===== config.mk =====
export PLATFORM = sky130hd
export DESIGN_NAME = branch_resolve_unit
export DESIGN_NICKNAME = d
export VERILOG_FILES = /design/src/rtl/br_pkg.sv /design/src/rtl/bht_counters.sv /design/src/rtl/branch_resolve_unit.sv
export SDC_FILE = /design/constraint.sdc
export NUM_CORES = 1
export LEC_CHECK = 0
export ABC_CLOCK_PERIOD_IN_PS = 6300
export BUFFER_PORTS_ARGS = -buffer_cell sky130_fd_sc_hd__buf_2
export CORE_MARGIN = 5
export CORE_UTILIZATION = 40
export DETAILED_ROUTE_END_ITERATION = 7
export GPL_TIMING_DRIVEN = 0
export PLACE_DENSITY = 0.65
export SLEW_MARGIN = 20
export SYNTH_ARGS = -nofsm -noshare
export SYNTH_HDL_FRONTEND = slang
export SYNTH_HIERARCHICAL = 1
export SYNTH_SLANG_ARGS = --single-unit

===== constraint.sdc =====
create_clock -name clk -period 6.3 [get_ports clk]
set_clock_uncertainty 0.05 [all_clocks]
set_input_delay 0.945 -clock clk [delete_from_list [all_inputs] [get_ports clk]]
set_output_delay 0.945 -clock clk [all_outputs]
set_load 0.05 [all_outputs]

===== src/rtl/br_pkg.sv =====
// rtl/br_pkg.sv - shared op encodings and helpers for the branch resolve unit
// Purpose: operation codes, branch classification helpers and the BHT counter
//          reset value, shared by branch_resolve_unit and bht_counters.
// Ports:   none (package).
package br_pkg;

    localparam logic [2:0] BR_NOP  = 3'b000;
    localparam logic [2:0] BR_BR   = 3'b001;
    localparam logic [2:0] BR_BMI  = 3'b010;
    localparam logic [2:0] BR_BPL  = 3'b011;
    localparam logic [2:0] BR_BZ   = 3'b100;
    localparam logic [2:0] BR_CMOV = 3'b101;
    localparam logic [2:0] BR_BNZ  = 3'b110;
    localparam logic [2:0] BR_BLT  = 3'b111;

    // Anything that can redirect fetch: every op except NOP and CMOV.
    function automatic logic is_branch(input logic [2:0] op);
        return (op != BR_NOP) && (op != BR_CMOV);
    endfunction

    // Conditional branches train the BHT; BR is unconditional so it never does.
    function automatic logic is_cond(input logic [2:0] op);
        return is_branch(op) && (op != BR_BR);
    endfunction

    // Weakly-not-taken: MSB clear, all lower bits set.
    function automatic int unsigned cnt_reset_value(input int unsigned bits);
        return (32'd1 << (bits - 1)) - 32'd1;
    endfunction

endpackage


===== src/rtl/bht_counters.sv =====
// rtl/bht_counters.sv - array of saturating branch history counters
// Purpose: ENTRIES counters of CNT_BITS each, one combinational read port
//          (MSB of the indexed counter) and one synchronous update port.
// Ports:   clk, rst_n (async active-low)
//          rd_idx_i / rd_taken_o            - lookup index and predicted direction
//          upd_en_i / upd_idx_i / upd_taken_i - training request
module bht_counters
    import br_pkg::*;
#(
    parameter int unsigned ENTRIES  = 16,
    parameter int unsigned CNT_BITS = 2,
    localparam int unsigned IDX_W   = $clog2(ENTRIES)
) (
    input  logic             clk,
    input  logic             rst_n,
    input  logic [IDX_W-1:0] rd_idx_i,
    output logic             rd_taken_o,
    input  logic             upd_en_i,
    input  logic [IDX_W-1:0] upd_idx_i,
    input  logic             upd_taken_i
);

    localparam logic [CNT_BITS-1:0] CNT_RST = CNT_BITS'(cnt_reset_value(CNT_BITS));
    localparam logic [CNT_BITS-1:0] CNT_MAX = '1;

    logic [CNT_BITS-1:0] cnt_q [ENTRIES];
    logic [CNT_BITS-1:0] upd_cur;
    logic [CNT_BITS-1:0] upd_d;

    // Read sees the registered value, so a same-cycle update to the same
    // index is not bypassed to the lookup.
    assign rd_taken_o = cnt_q[rd_idx_i][CNT_BITS-1];

    always_comb begin
        upd_cur = cnt_q[upd_idx_i];
        upd_d   = upd_cur;
        if (upd_taken_i) begin
            if (upd_cur != CNT_MAX) upd_d = upd_cur + CNT_BITS'(1);
        end else begin
            if (upd_cur != '0) upd_d = upd_cur - CNT_BITS'(1);
        end
    end

    always_ff @(posedge clk or negedge rst_n) begin
        if (!rst_n) begin
            for (int i = 0; i < int'(ENTRIES); i++) cnt_q[i] <= CNT_RST;
        end else if (upd_en_i) begin
            cnt_q[upd_idx_i] <= upd_d;
        end
    end

endmodule


===== src/rtl/branch_resolve_unit.sv =====
// rtl/branch_resolve_unit.sv - one-stage branch/CMOV resolver with BHT
// Purpose: resolves branches and CMOV in one registered stage behind a
//          valid/ready handshake, flags mispredictions and trains the BHT.
// Ports:   clk, rst_n (async active-low)
//          in_valid/in_ready, in_pc_plus_4, in_a, in_b, in_imm, in_op,
//          in_pred_taken            - request side
//          flush                    - kill in-flight / same-cycle request
//          out_valid/out_ready, out_npc, out_taken, out_mispredict,
//          out_cmov                 - result side
//          pred_pc / pred_taken     - combinational BHT lookup for fetch
module branch_resolve_unit
    import br_pkg::*;
#(
    parameter int unsigned XLEN        = 32,
    parameter int unsigned BHT_ENTRIES = 16,
    parameter int unsigned CNT_BITS    = 2
) (
    input  logic            clk,
    input  logic            rst_n,
    input  logic            in_valid,
    output logic            in_ready,
    input  logic [XLEN-1:0] in_pc_plus_4,
    input  logic [XLEN-1:0] in_a,
    input  logic [XLEN-1:0] in_b,
    input  logic [XLEN-1:0] in_imm,
    input  logic [2:0]      in_op,
    input  logic            in_pred_taken,
    input  logic            flush,
    output logic            out_valid,
    input  logic            out_ready,
    output logic [XLEN-1:0] out_npc,
    output logic            out_taken,
    output logic            out_mispredict,
    output logic [XLEN-1:0] out_cmov,
    input  logic [XLEN-1:0] pred_pc,
    output logic            pred_taken
);

    localparam int unsigned IDX_W = $clog2(BHT_ENTRIES);

    logic            out_valid_q, out_valid_d;
    logic [XLEN-1:0] out_npc_q, out_npc_d;
    logic            out_taken_q, out_taken_d;
    logic            out_misp_q, out_misp_d;
    logic [XLEN-1:0] out_cmov_q, out_cmov_d;

    logic            in_fire, accept, out_fire;
    logic            a_neg, a_zero, a_lt_b, taken_c;
    logic [XLEN-1:0] target_c;
    logic [IDX_W-1:0] upd_idx, rd_idx;

    assign in_ready = !out_valid_q || out_ready;
    assign in_fire  = in_valid && in_ready;
    assign out_fire = out_valid_q && out_ready;
    // A flushed request still handshakes but leaves no trace.
    assign accept   = in_fire && !flush;

    assign a_neg    = in_a[XLEN-1];
    assign a_zero   = (in_a == '0);
    assign a_lt_b   = $signed(in_a) < $signed(in_b);
    assign target_c = in_pc_plus_4 + in_imm;

    always_comb begin
        taken_c = 1'b0;
        case (in_op)
            BR_BR:   taken_c = 1'b1;
            BR_BMI:  taken_c = a_neg;
            BR_BPL:  taken_c = !a_neg && !a_zero;
            BR_BZ:   taken_c = a_zero;
            BR_BNZ:  taken_c = !a_zero;
            BR_BLT:  taken_c = a_lt_b;
            default: taken_c = 1'b0;
        endcase
    end

    always_comb begin
        out_valid_d = out_valid_q;
        out_npc_d   = out_npc_q;
        out_taken_d = out_taken_q;
        out_misp_d  = out_misp_q;
        out_cmov_d  = out_cmov_q;
        if (flush) begin
            out_valid_d = 1'b0;
        end else if (in_fire) begin
            out_valid_d = 1'b1;
        end else if (out_fire) begin
            out_valid_d = 1'b0;
        end
        if (accept) begin
            out_npc_d   = taken_c ? target_c : in_pc_plus_4;
            out_taken_d = taken_c;
            out_misp_d  = is_branch(in_op) && (taken_c != in_pred_taken);
            out_cmov_d  = ((in_op == BR_CMOV) && !a_lt_b) ? in_b : in_a;
        end
    end

    always_ff @(posedge clk or negedge rst_n) begin
        if (!rst_n) begin
            out_valid_q <= 1'b0;
            out_npc_q   <= '0;
            out_taken_q <= 1'b0;
            out_misp_q  <= 1'b0;
            out_cmov_q  <= '0;
        end else begin
            out_valid_q <= out_valid_d;
            out_npc_q   <= out_npc_d;
            out_taken_q <= out_taken_d;
            out_misp_q  <= out_misp_d;
            out_cmov_q  <= out_cmov_d;
        end
    end

    assign out_valid      = out_valid_q;
    assign out_npc        = out_npc_q;
    assign out_taken      = out_taken_q;
    assign out_mispredict = out_misp_q;
    assign out_cmov       = out_cmov_q;

    // The BHT is indexed by the instruction's own PC, i.e. pc_plus_4 - 4.
    assign upd_idx = IDX_W'((in_pc_plus_4 - XLEN'(4)) >> 2);
    assign rd_idx  = IDX_W'(pred_pc >> 2);

    bht_counters #(
        .ENTRIES  (BHT_ENTRIES),
        .CNT_BITS (CNT_BITS)
    ) u_bht (
        .clk         (clk),
        .rst_n       (rst_n),
        .rd_idx_i    (rd_idx),
        .rd_taken_o  (pred_taken),
        .upd_en_i    (accept && is_cond(in_op)),
        .upd_idx_i   (upd_idx),
        .upd_taken_i (taken_c)
    );

endmodule

# ---- Word level (Yosys, flattened, before mapping)
# Cells that the tools add are included.
dict set report op_classes {
  addsub 4
  n_lt_le_gt_ge 4
  eq_ne 11
  n_mux 18
  n_bitwise 2
  n_reduce_logical 20
}
# cell n
set ops {}
lappend ops {{$mux W32} 2}
lappend ops {{$add A32 B32 Y32} 1}
lappend ops {{$bwmux W32} 1}
lappend ops {{$logic_not A32 Y1} 1}
lappend ops {{$lt A32 B32 Y1} 1}
lappend ops {{$bmux W2 S4} 2}
lappend ops {{$mux W2} 8}
lappend ops {{$eq A3 B3 Y1 const B} 4}
lappend ops {{$ge A5 B5 Y1 const B} 2}
lappend ops {{$logic_and A1 B1 Y1} 10}
lappend ops {{$not A4 Y5} 2}
lappend ops {{$demux W2 S4} 1}
lappend ops {{$eq A3 B2 Y1 const B} 2}
lappend ops {{$pmux W1 S6} 1}
lappend ops {{$reduce_bool A3 Y1} 2}
lappend ops {{$sub A6 B3 Y6 const B} 1}
lappend ops {{$logic_not A1 Y1} 5}
lappend ops {{$lt A5 B1 Y1 const B} 1}
lappend ops {{$eq A3 B1 Y1 const B} 1}
lappend ops {{$mux W1} 3}
lappend ops {{$ne A3 B1 Y1 const B} 1}
lappend ops {{$ne A3 B3 Y1 const B} 1}
lappend ops {{$add A2 B1 Y2 const B} 1}
lappend ops {{$ne A2 B2 Y1 const B} 1}
lappend ops {{4 further kinds} 4}
dict set report totals {
  reg_bits 99
  input_bits 169
  out_inout_bits 69
  word_cells 80
}

# ---- Depth between registers and ports, before layout
dict set report depth {
  depth_word 9
  ltp_mapped 14
  ltp_nobuf 13
}

# ---- Modules after synthesis
# The synthesis kept the hierarchy.
# mod instances cells_each area_each_um2 seq_area_each_um2
set modules_own_cells {}
lappend modules_own_cells {branch_resolve_unit 1 681 5535.3 1676.6}
lappend modules_own_cells {bht_counters 1 166 1981.9 820.8}

# ---- Worst setup path after synthesis
# No wires, ideal clock.
dict set report synth_path {
  path_kind {input to register}
  start {input port in_b[31]}
  end {register u_bht/cnt_q[10] in the netlist's numbering}
  setup_time_ns 0.085
  arrival_ns 3.582
  required_ns 6.165
  slack_ns 2.583
  cell_stages 13
  n_path_buf 1
  path_cell_list {inv_1 > ha_1 > nand4_1 > nor3_2 > nand2_1 > or4_1 > nand4_1 > mux2i_1 > o21ai_2 > buf_4 > nor4_1 > a311oi_2 > mux2_1}
}
dict set report synth_between {
  elab_chain_len 4
}
# item line
set synth_rtl {}
lappend synth_rtl {{start, declared} branch_resolve_unit.sv:24} ;# input logic [XLEN-1:0] in_b,
lappend synth_rtl {{$lt A32 B32 Y1} branch_resolve_unit.sv:60} ;# assign a_lt_b = $signed(in_a) < $signed(in_b);
lappend synth_rtl {{$pmux W1 S6} branch_resolve_unit.sv:65} ;# case (in_op)
lappend synth_rtl {{via taken_c} branch_resolve_unit.sv:48} ;# logic a_neg, a_zero, a_lt_b, taken_c;
lappend synth_rtl {{$mux W2} bht_counters.sv:37} ;# if (upd_taken_i) begin
lappend synth_rtl {{$bwmux W32} bht_counters.sv:48} ;# cnt_q[upd_idx_i] <= upd_d;
lappend synth_rtl {{end signal, assigned by index} bht_counters.sv:48}
lappend synth_rtl {{end, declared} bht_counters.sv:26} ;# logic [CNT_BITS-1:0] cnt_q [ENTRIES];
# The timed path passes the listed nets, and every way through them passes these cells.
# A chain may end at the register's enable or synchronous reset.

# ---- Final worst setup path
dict set report layout_path {
  start {input port in_a[31]}
  end {register u_bht/cnt_q[8] in the netlist's numbering}
}
dict set report layout_between {
  elab_chain_len 6
  word_cells_on_any_way 8
  classes_between {1 x order compare; 3 x mux; 4 x reduce/logical}
}
# item line
set layout_rtl {}
lappend layout_rtl {{start, declared} branch_resolve_unit.sv:23} ;# input logic [XLEN-1:0] in_a,
lappend layout_rtl {{parallel branches: the longest is 3 deep, another holds $lt A32 B32 Y1} n/a}
lappend layout_rtl {{$pmux W1 S6 *} branch_resolve_unit.sv:65}
lappend layout_rtl {{via taken_c} branch_resolve_unit.sv:48}
lappend layout_rtl {{$mux W2 *} bht_counters.sv:37}
lappend layout_rtl {{$bwmux W32 *} bht_counters.sv:48}
# Mark *: on every way through the listed nets, which the timed path passes.

==> impl_metrics.ini <==
[sta]
slew_violations = 0
max_freq_ghz = 0.2487
tightest_slew_ns = 0.6489
slew_headroom = 0.5655
rsz0062_at_grt = no
setup_slack_ns = 2.279
setup_viol = 0
fin_crit_sh = 0.6382
post-route-min-period_ns = 4.021
fin_setup_tns_ns = 0
hold_viol = 0

[final_layout]
final_common_cell = buf_2
nets = 1301
syn2layout_area_growth_pct = 22.17
final_cell_mix = buf_2, nand2_1, dfrtp_1, nor2_1, a21oi_1
num_antenna_cells = 0
drive_gt1_frac = 0.2945
fin_area_um2 = 9184

[pwr]
switchingPower_mw = 0.9751
leakage_nw = 4.546
p_per_area_nw_per_um2 = 253.9
p_int_mw = 1.357
pwr-share-comb = 0.409
swShare = 0.4182
seq_power_share = 0.356
clockPowerShare = 0.235
ir_worst_vdd_mv = 0.1358

[grt]
grt_pass1_wl_mm = 35.42
grt_pass1_vias = 7011
met1_usage = 0.2672
gr-usage-met2 = 0.3332
grt_use_total = 0.2011
busiest_layer = met2
use_met3 = 0.04473
grt_max_degree = 65
grt_antenna_before_repair = 3
grt.overflow.total = 0

[cts]
cts_setup_buffers = 0
cts-root-buf = clkbuf_16
cts_tree = done
cts.clk_slew.worst_paths_ns = 0.07
cts.sinks = 99
clock_path_buffers = 2
cts_htree_levels = 3
cts_inserted_buffers = 9
ctsHoldBuffers = 0
clk_latency_ns = 0.35
cts_resized = 0

[die]
rows = 50
pin_count = 238
initial_core_util = 0.4046
die-height_um = 147.1
die-width_um = 147.1
core-area_um2 = 18580
dieArea_um2 = 21630

[placed_design]
gp_congestion = 0.9007
dpl_cell_area_um2 = 8890
io_buffers = 209
dpl_worst_slack_ns = 1.909
hpwl_mm = 17.62

[critical_path]
endpoint_kind = flop
worstPathArrival_ns = 4.26
crit_fanout = 14
cp-start-kind = input pin
required_ns = 6.54
crit_type = input pin to flop

[routing]
final_antenna_net_count = 0
finalWirelength_mm = 21.90
first_iter_violations = 385
vias_per_cell = 5.359
wl_per_cell_um = 16.75
drc = 0
dr.pass1.iters = 5
vias = 7004

[logic_synthesis]
synth_seq_cells = 99
synth_edf_count = 0
syn_nets = 1080
seq_area_frac_synth = 0.3322
yosysWarnings = 6
synthCells = 847
yosys_most_used_dff = dfrtp_1
syn-cell-area_um2 = 7517
synthDistinctLibCells = 73
synthArstFlopShare = 1.000
avgSynthCellArea_um2 = 8.875

[run_status]
status = completed

[run]
max_cap_violations = 0

[hold_path]
hold_path.class = flop to flop
[state kept, by name, summed over array words and instances (netlist names)]
name            flops
out_cmov           32
out_mispredict      1
out_npc            32
out_taken           1
out_valid           1
u_bht/cnt_q        32
[power groups by stage]
| stage | clock (mW) | combinational, mW | sequential (mW) |
|---|---|---|---|
| 2_1_floorplan | 0 | 0.406 | 1.11 |
| 3_3_place_gp | 0 | 0.946 | 0.838 |
| 3_5_place_dp | 0 | 0.959 | 0.839 |
| 4_1_cts | 0.564 | 0.961 | 0.829 |
| 5_1_grt | 0.587 | 1.04 | 0.843 |
| 6_report | 0.549 | 0.954 | 0.829 |
[cell families (layout without fill, tap and decap cells)]
family          after synthesis  count (layout)  synth area share
mux                          71              71            0.1183
buf+inv                      80             306           0.04827
simple gates                275             275            0.1728
compound gates              227             227            0.1844
fa+ha+maj                    65              65            0.1090
xor+xnor                     30              30           0.03495
flops                        99              99            0.3322
[path summary, 6_finish.rpt]
check                                       startpoint                          end  slack, ns  depth (start not counted)
worst max register to register   out_valid$_DFFE_PN0P_  u_bht/cnt_q[20]$_DFFE_PN1P_       3.16                          8
worst max-delay path                          in_a[31]   u_bht/cnt_q[8]$_DFFE_PN1P_       2.28                         13
min in group asynchronous                        rst_n   u_bht/cnt_q[5]$_DFFE_PN0P_       0.44                          1
max in group asynchronous                        rst_n  u_bht/cnt_q[10]$_DFFE_PN1P_       5.09                          2
worst min register to register  out_npc[5]$_DFFE_PN0P_       out_npc[5]$_DFFE_PN0P_       0.43                          2
worst min-delay path            out_npc[5]$_DFFE_PN0P_       out_npc[5]$_DFFE_PN0P_       0.43                          2
[per-stage QoR]
stage | utilization | hold WS, ns | std cells | power, mW
final | 0.4943 | 0.4277 | 1307 | 2.332
after global routing | 0.4943 | 0.4467 | 1307 | 2.468
after CTS | 0.4940 | 0.4337 | 1307 | 2.354
after detailed placement | 0.4785 | 0.4154 | 1291 | 1.798
after global placement | 0.4766 | 0.4073 | 1290 | 1.784
after floorplan | - | 0.4203 | 847 | 1.518
[cells in the mapped netlist, drive strengths merged, types with 2 or more instances]
library cell	n	area share
nand2	115	0.058
o21ai	93	0.063
dfrtp	83	0.28
nor2	71	0.035
a21oi	69	0.046
ha	63	0.10
inv	48	0.024
mux2i	33	0.044
mux2	27	0.041
a21o	16	0.016
buf	16	0.016
clkbuf	16	0.0080
dfstp	16	0.056
xor2	16	0.019
xnor2	14	0.016
mux4	11	0.033
nor2b	11	0.0092
nor4	11	0.010
nand3	10	0.0067
nand2b	9	0.0075
o31ai	9	0.0090
nand4	8	0.0067
nor3	8	0.0067
nor3b	7	0.0070
a211oi	6	0.0073
o211ai	6	0.0060
and3	5	0.0047
nand3b	5	0.0050
a31oi	4	0.0033
or3	4	0.0033
a2111oi	3	0.0035
a211o	3	0.0035
a311oi	3	0.0043
a31o	3	0.0035
and4	2	0.0027
o2111ai	2	0.0055
o21bai	2	0.0020
or3b	2	0.0023
[metal layers]
metal  vias up  part of all wire  wire length (um)
met5         -            0.0015                33
met2       194              0.47             10360
met3        32             0.065              1423
met1      3288              0.44              9685
met4         6             0.018               392
li1       3484                 -                 -
[cell type report]
| type | instances | area (um2) |
|---|---|---|
| Sequential cell | 99 | 2497 |
| Timing Repair Buffer | 210 | 1080 |
| Tap cell | 234 | 292.8 |
| Buffer | 32 | 182.7 |
| Clock inverter | 6 | 50.05 |
| Multi-Input combinational cell | 668 | 4662 |
| Inverter | 48 | 180.2 |
| Clock buffer | 10 | 239.0 |
| Fill cell | 1816 | 9397 |
[worst max-delay path, stage by stage]
cell and delay, ns:
buf_2 0.14, ha_1 0.33, nand4_1 0.15, nor3_2 0.27, nand2_1 0.11, or4_1 0.58, nand4_1 0.14, mux2i_1 0.11
o21ai_2 0.33, buf_4 0.32, nor4_1 0.10, a311oi_2 0.48, mux2_2 0.25
Note: power is estimated with default switching activity, not from simulation.
